## src/rtl/if_fetch_unit_pkg.sv

```systemverilog
// if_fetch_unit_pkg: shared FSM state type and PC constants for the fetch unit
package if_fetch_unit_pkg;
    typedef enum logic [1:0] {FETCH, SKID, DISCARD} fetch_state_e;
    localparam int PC_STEP = 4;
    localparam logic [31:0] DEFAULT_RESET_PC = 32'h0000_0000;
endpackage

```

## src/rtl/fetch_skid_buf.sv

```systemverilog
// fetch_skid_buf: one-entry instruction+address holding buffer with valid and clear
module fetch_skid_buf #(
    parameter int ADDR_W = 32,
    parameter int DATA_W = 32
) (
    input  logic              clk_i,
    input  logic              rst_i,
    input  logic              load_i,
    input  logic              clear_i,
    input  logic [DATA_W-1:0] data_i,
    input  logic [ADDR_W-1:0] addr_i,
    output logic              valid_o,
    output logic [DATA_W-1:0] data_o,
    output logic [ADDR_W-1:0] addr_o
);
    // clear wins over load so a flushed entry can never be revived in the same cycle
    always_ff @(posedge clk_i or negedge rst_i) begin
        if (!rst_i) begin
            valid_o <= 1'b0;
            data_o  <= '0;
            addr_o  <= '0;
        end else if (clear_i) begin
            valid_o <= 1'b0;
        end else if (load_i) begin
            valid_o <= 1'b1;
            data_o  <= data_i;
            addr_o  <= addr_i;
        end
    end
endmodule

```

## src/rtl/if_fetch_unit.sv

```systemverilog
// if_fetch_unit: instruction fetch with one-entry skid, stall hold and redirect flush
module if_fetch_unit
    import if_fetch_unit_pkg::*;
#(
    parameter int ADDR_W = 32,
    parameter int DATA_W = 32,
    parameter logic [ADDR_W-1:0] RESET_PC = ADDR_W'(DEFAULT_RESET_PC)
) (
    input  logic              clk_i,
    input  logic              rst_i,
    input  logic              stall_i,
    input  logic              redirect_i,
    input  logic [ADDR_W-1:0] redirect_pc_i,
    output logic              imem_req_o,
    output logic [ADDR_W-1:0] imem_addr_o,
    input  logic              imem_ack_i,
    input  logic [DATA_W-1:0] imem_data_i,
    output logic              if_valid_o,
    output logic [DATA_W-1:0] if_instr_o,
    output logic [ADDR_W-1:0] if_pc_o,
    output logic [ADDR_W-1:0] if_pc_plus4_o
);
    localparam logic [ADDR_W-1:0] STEP = ADDR_W'(PC_STEP);

    fetch_state_e      state, state_n;
    logic [ADDR_W-1:0] req_addr, req_addr_n, pending_pc, pending_n;
    logic [ADDR_W-1:0] pc_n, plus4_n, redir_pc, pc_inc, skid_addr;
    logic [DATA_W-1:0] instr_n, skid_data;
    logic              valid_n, skid_load, skid_clear, skid_valid, slot_free;

    assign redir_pc    = redirect_pc_i & ~ADDR_W'(3);
    assign pc_inc      = req_addr + STEP;
    assign slot_free   = !if_valid_o || !stall_i;
    assign imem_req_o  = (state != SKID);
    assign imem_addr_o = req_addr;

    fetch_skid_buf #(.ADDR_W(ADDR_W), .DATA_W(DATA_W)) u_skid (
        .clk_i   (clk_i),
        .rst_i   (rst_i),
        .load_i  (skid_load),
        .clear_i (skid_clear),
        .data_i  (imem_data_i),
        .addr_i  (req_addr),
        .valid_o (skid_valid),
        .data_o  (skid_data),
        .addr_o  (skid_addr)
    );

    // state, request address and IF/ID register
    always_ff @(posedge clk_i or negedge rst_i) begin
        if (!rst_i) begin
            state         <= FETCH;
            req_addr      <= RESET_PC;
            pending_pc    <= '0;
            if_valid_o    <= 1'b0;
            if_instr_o    <= '0;
            if_pc_o       <= '0;
            if_pc_plus4_o <= '0;
        end else begin
            state         <= state_n;
            req_addr      <= req_addr_n;
            pending_pc    <= pending_n;
            if_valid_o    <= valid_n;
            if_instr_o    <= instr_n;
            if_pc_o       <= pc_n;
            if_pc_plus4_o <= plus4_n;
        end
    end

    // next state; a consumed (unstalled) slot empties unless refilled, a redirect always empties it
    always_comb begin
        state_n    = state;
        req_addr_n = req_addr;
        pending_n  = pending_pc;
        valid_n    = (if_valid_o && stall_i) && !redirect_i;
        instr_n    = if_instr_o;
        pc_n       = if_pc_o;
        plus4_n    = if_pc_plus4_o;
        skid_load  = 1'b0;
        skid_clear = 1'b0;
        case (state)
            FETCH: begin
                if (redirect_i) begin
                    if (imem_ack_i) begin
                        req_addr_n = redir_pc;
                    end else begin
                        pending_n = redir_pc;
                        state_n   = DISCARD;
                    end
                end else if (imem_ack_i) begin
                    if (slot_free) begin
                        valid_n    = 1'b1;
                        instr_n    = imem_data_i;
                        pc_n       = req_addr;
                        plus4_n    = pc_inc;
                        req_addr_n = pc_inc;
                    end else begin
                        skid_load = 1'b1;
                        state_n   = SKID;
                    end
                end
            end
            SKID: begin
                if (redirect_i) begin
                    skid_clear = 1'b1;
                    req_addr_n = redir_pc;
                    state_n    = FETCH;
                end else if (!stall_i && skid_valid) begin
                    valid_n    = 1'b1;
                    instr_n    = skid_data;
                    pc_n       = skid_addr;
                    plus4_n    = skid_addr + STEP;
                    skid_clear = 1'b1;
                    req_addr_n = pc_inc;
                    state_n    = FETCH;
                end
            end
            DISCARD: begin
                if (imem_ack_i) begin
                    req_addr_n = redirect_i ? redir_pc : pending_pc;
                    state_n    = FETCH;
                end else if (redirect_i) begin
                    pending_n = redir_pc;
                end
            end
            default: state_n = FETCH;
        endcase
    end
endmodule

```

## config.mk

```make
export PLATFORM = sky130hd
export DESIGN_NAME = if_fetch_unit
export DESIGN_NICKNAME = d
export VERILOG_FILES = /design/src/rtl/if_fetch_unit_pkg.sv /design/src/rtl/fetch_skid_buf.sv /design/src/rtl/if_fetch_unit.sv
export SDC_FILE = /design/constraint.sdc
export NUM_CORES = 1
export LEC_CHECK = 0
export ABC_AREA = 1
export BUFFER_PORTS_ARGS = -buffer_cell sky130_fd_sc_hd__buf_2
export CORE_MARGIN = 4
export CORE_UTILIZATION = 40
export CTS_BUF_LIST = sky130_fd_sc_hd__clkbuf_4 sky130_fd_sc_hd__clkbuf_8
export CTS_CLUSTER_DIAMETER = 30
export CTS_CLUSTER_SIZE = 24
export DETAILED_ROUTE_END_ITERATION = 16
export PLACE_DENSITY = 0.64
export SLEW_MARGIN = 20
export SYNTH_ARGS = -nofsm -noshare
export SYNTH_HDL_FRONTEND = slang
export SYNTH_HIERARCHICAL = 1
export SYNTH_SLANG_ARGS = --single-unit
```

## constraint.sdc

```tcl
create_clock -name clk_i -period 2 [get_ports clk_i]
set_input_delay 0.3 -clock clk_i [delete_from_list [all_inputs] [get_ports clk_i]]
set_output_delay 0.3 -clock clk_i [all_outputs]
set_load 0.05 [all_outputs]
```

==> tab_implementation.tex <==
\begin{tabular}{lr}
\hline
Metric & Value \\
\hline
\multicolumn{2}{l}{\textbf{Status}} \\
Run status & completed \\
\multicolumn{2}{l}{\textbf{Yosys}} \\
Count of yosys warnings during synthesis & 6 \\
Post-synth net total & 1644 \\
Number of different library cells in the post-synthesis netlist & 43 \\
Dominant combinational cell family by area after synthesis & simple AND/OR/NAND/NOR gates \\
Share of the synthesized netlist area taken by xor and xnor gates & 2.217\% \\
Mapped Area & 0.01185 mm2 \\
Syn Inst Count & 1573 \\
Post-synthesis mux area share & 0\% \\
Post-synth top area cell & dfrtp\_1 \\
Top cell type's share of synthesized area & 47.71\% \\
Number of enable-type register cells in the synthesized netlist & 0 \\
Share of the synthesized area in compound gates (AO/OA/AOI/OAI) & 9.616\% \\
Area fraction in and, or, nand and nor cells after synthesis & 33.67\% \\
Ys async rst share & 100.0\% \\
Commonest register cell after synthesis & dfrtp\_1 \\
Dominant cells by area after synthesis & dfrtp\_1, nand2\_1, nor2\_1 \\
Count of state elements after synthesis & 226 \\
Sequential-to-total area share from yosys stat & 47.71\% \\
Mean Syn Cell Area & 7.536 um2 \\
Adder-cell share of the synthesized area & 0.2111\% \\
\multicolumn{2}{l}{\textbf{STA}} \\
Setup violations, final & 0 \\
FMAX & 512.3 MHz \\
Worst slew slack as a fraction of its limit & 54.23\% \\
Setup clock skew after layout & 0.01841 ns \\
Slew at the pin closest to its max-slew limit & 0.6794 ns \\
Post-layout minimum cycle time & 1.952 ns \\
Hold violation total from the final report & 0 \\
Final Max Slew Viols & 0 \\
Slack of the critical path & 0.04791 ns \\
Period utilization & 97.60\% \\
\multicolumn{2}{l}{\textbf{Floorplanning}} \\
Number of placement rows & 62 \\
Die W & 180.1 um \\
Effective utilization at floorplan & 40.97\% \\
Height of the chip & 180.1 um \\
Area enclosed by the die boundary & 0.03245 mm2 \\
IO Count & 199 \\
Core area & 0.02894 mm2 \\
\multicolumn{2}{l}{\textbf{Placement}} \\
Gp weighted congestion & 0.8908 \\
Worst-case setup slack after placement & 0.1667 ns \\
Detailed placement HPWL & 25850 um \\
Number of buffers added on ports & 196 \\
Cell count after placement & 2129 \\
\multicolumn{2}{l}{\textbf{Finish}} \\
Count of nets after finishing & 1946 \\
Non-filler instance count after layout & 2309 \\
Number of fillers in the final layout & 2747 \\
Layout cells sized above 1 & 21.82\% \\
Antenna cells & 0 \\
Synth-to-Final Area Change & 31.43\% \\
\multicolumn{2}{l}{\textbf{Pwr}} \\
Lkg Pwr & 0.007791 uW \\
Peak VDD IR & 0.6128 mV \\
Cell Pwr Density & 1232 mW/mm2 \\
\multicolumn{2}{l}{\textbf{Drt}} \\
Post-DRT Antenna Nets & 0 \\
Detailed-router iteration count before antenna repair & 5 \\
Number of remaining DRC errors & 0 \\
Total detailed-routing wirelength & 37610 um \\
Routed wire per std cell & 16.29 um \\
Via Count & 11580 \\
Count of routing violations after the opening detailed-route iteration & 809 \\
Per-cell via count in the routed design & 5.015 \\
\multicolumn{2}{l}{\textbf{GRT}} \\
Via count of the first global-routing pass & 11344 \\
Largest net degree at the start of global routing & 66 \\
First-pass GRT wire length & 60610 um \\
GRT Util Overall & 22.50\% \\
Initial antenna violation count & 0 \\
Total congestion overflow after global routing & 0 \\
\multicolumn{2}{l}{\textbf{Worst setup path}} \\
CP max FO & 24 \\
Sequence of cells on the critical path & inv\_2, nor2\_4, inv\_4, buf\_12, buf\_4 \\
Data arrival time of the worst path & 1.65 ns \\
Delay of the slowest cell on the worst path & 0.38 ns \\
Type of element launching the critical path & register \\
Critical path type & reg -> out \\
Required arrival time at the worst endpoint & 1.70 ns \\
Critical-path top delay cell & dfrtp\_1 \\
Crit path capture type & output pin \\
Worst Reg-to-Reg Cells & 8 \\
\multicolumn{2}{l}{\textbf{CTS}} \\
TritonCTS clock tree & yes \\
Clock latency on the worst-skew pair & 0.58 ns \\
Num CTS Buffers & 59 \\
H-tree levels & 2 \\
Sinks on the clock net & 226 \\
Clock transition at the registers of the reported paths & 0.05 ns \\
CTS root buf & clkbuf\_8 \\
Clock Path Buffers & 3 \\
\multicolumn{2}{l}{\textbf{Min path}} \\
Path class of the lowest-slack min-delay path & in -> reg \\
Depth of the worst hold-timing path & 3 \\
\multicolumn{2}{l}{\textbf{Job}} \\
Number of maximum-capacitance violations & 0 \\
\hline
\end{tabular}
-- report_power, final --
| part | switching [uW] | leakage [uW] | internal, uW | total, uW |
|---|---|---|---|---|
| Combinational | 4230 | 0.00434 | 1590 | 5820 |
| Sequential | 913 | 0.00272 | 5630 | 6540 |
| Clock | 2390 | 0.000737 | 4440 | 6830 |
-- path summary, 6_finish.rpt --
kind	slack [ns]	to	from
worst max-delay path	0.05	imem_req_o	state[0]
worst min-delay path	0.05	if_valid_o	imem_ack_i
worst max register to register	0.16	imem_addr_o[20]	imem_addr_o[14]
worst min register to register	0.47	u_skid/data_o[0]	u_skid/data_o[0]
max in group asynchronous	1.11	if_instr_o[3]	rst_i
min in group asynchronous	0.22	if_instr_o[22]	rst_i
-- cell usage after synthesis, drive strengths merged, types with 4 or more instances --
cell,number
nand3,101
o211ai,6
a211oi,12
o21ai,31
a21oi,11
a22o,12
xor2,25
dfrtp,226
a21boi,8
or2,4
nor2,180
clkbuf,17
nand4,5
nand2,680
a22oi,14
nor3,14
buf,70
inv,70
a31oi,65
xnor2,5
-- flip-flops by register name (all words and copies together) (netlist names), 2 cells and up --
| register | flops |
|---|---|
| if_instr_o | 32 |
| u_skid/data_o | 32 |
| if_pc_plus4_o | 30 |
| if_pc_o | 32 |
| state | 2 |
| imem_addr_o | 32 |
| u_skid/addr_o | 32 |
| pending_pc | 32 |
-- logic make-up after synthesis --
kind of cell / Yosys count
simple gates: 989
buf+inv: 157
fa+ha+maj: 2
flops: 226
xor+xnor: 30
compound gates: 169
-- final cells by class --
type | count | area [um2] | area share, %
clock inverter | 31 | 379.1 | 2.433
timing repair buffer | 328 | 2322 | 14.91
inverter | 70 | 267.8 | 1.719
tap | 384 | 480.5 | 3.084
sequential | 226 | 5657 | 36.31
clock buffer | 80 | 1045 | 6.706
multi-input combinational | 1190 | 5429 | 34.85
-- cell usage in the layout, fill, tap and decap left out, types with 8 or more instances in the layout --
master,instances
nor3_1,13
inv_1,61
a31oi_1,65
buf_12,13
bufinv_16,8
clkbuf_4,9
nand3_1,98
xor2_1,25
a22oi_1,14
buf_4,56
clkbuf_8,71
a21oi_1,11
a22o_1,12
nand2_1,672
clkinv_2,15
dfrtp_1,225
nor2_2,9
nor2_1,166
buf_2,194
o21ai_0,25
dlygate4sd3_1,63
-- worst max-delay path, delay by kind of cell, from the launching register on --
family / cells / cell delay (ns)
AND/OR/NAND/NOR: 1 / 0.05
buffers and inverters: 4 / 0.62
flip-flops: 1 / 0.38
-- stage by stage --
stage / TNS (ns) / power (uW) / cell area [um2] / hold WS (ns) / util [%]
after floorplan: 0 / 10430 / 11860 / 0.004409 / -
after global placement: 0 / 12210 / 13460 / 0.2472 / 46.51
after detailed placement: 0 / 12310 / 13460 / 0.2549 / 46.51
after CTS: 0 / 19320 / 15530 / 0.02666 / 53.68
after global routing: -0.008463 / 20220 / 15580 / 0.05961 / 53.84
final: 0 / 19200 / 15580 / 0.05445 / 53.84
-- layer usage --
| layer | global-route usage (%) | part of all wire, % |
|---|---|---|
| met1 | 31.78 | 45 |
| met5 | 0 | 0 |
| met3 | 3.835 | 6.5 |
| met4 | 5.808 | 2.2 |
| met2 | 36.26 | 46 |
-- what timing repair did --
item                       in CTS  in global routing
gates resized for setup         2                  1
gates cloned                    0                  1
hold endpoints to repair      144                  0
hold buffers                   63                  0
setup buffers                   2                  3
setup endpoints to repair       1                  1
pin swaps                       1                  0
Power figures use the tool's default switching activity.
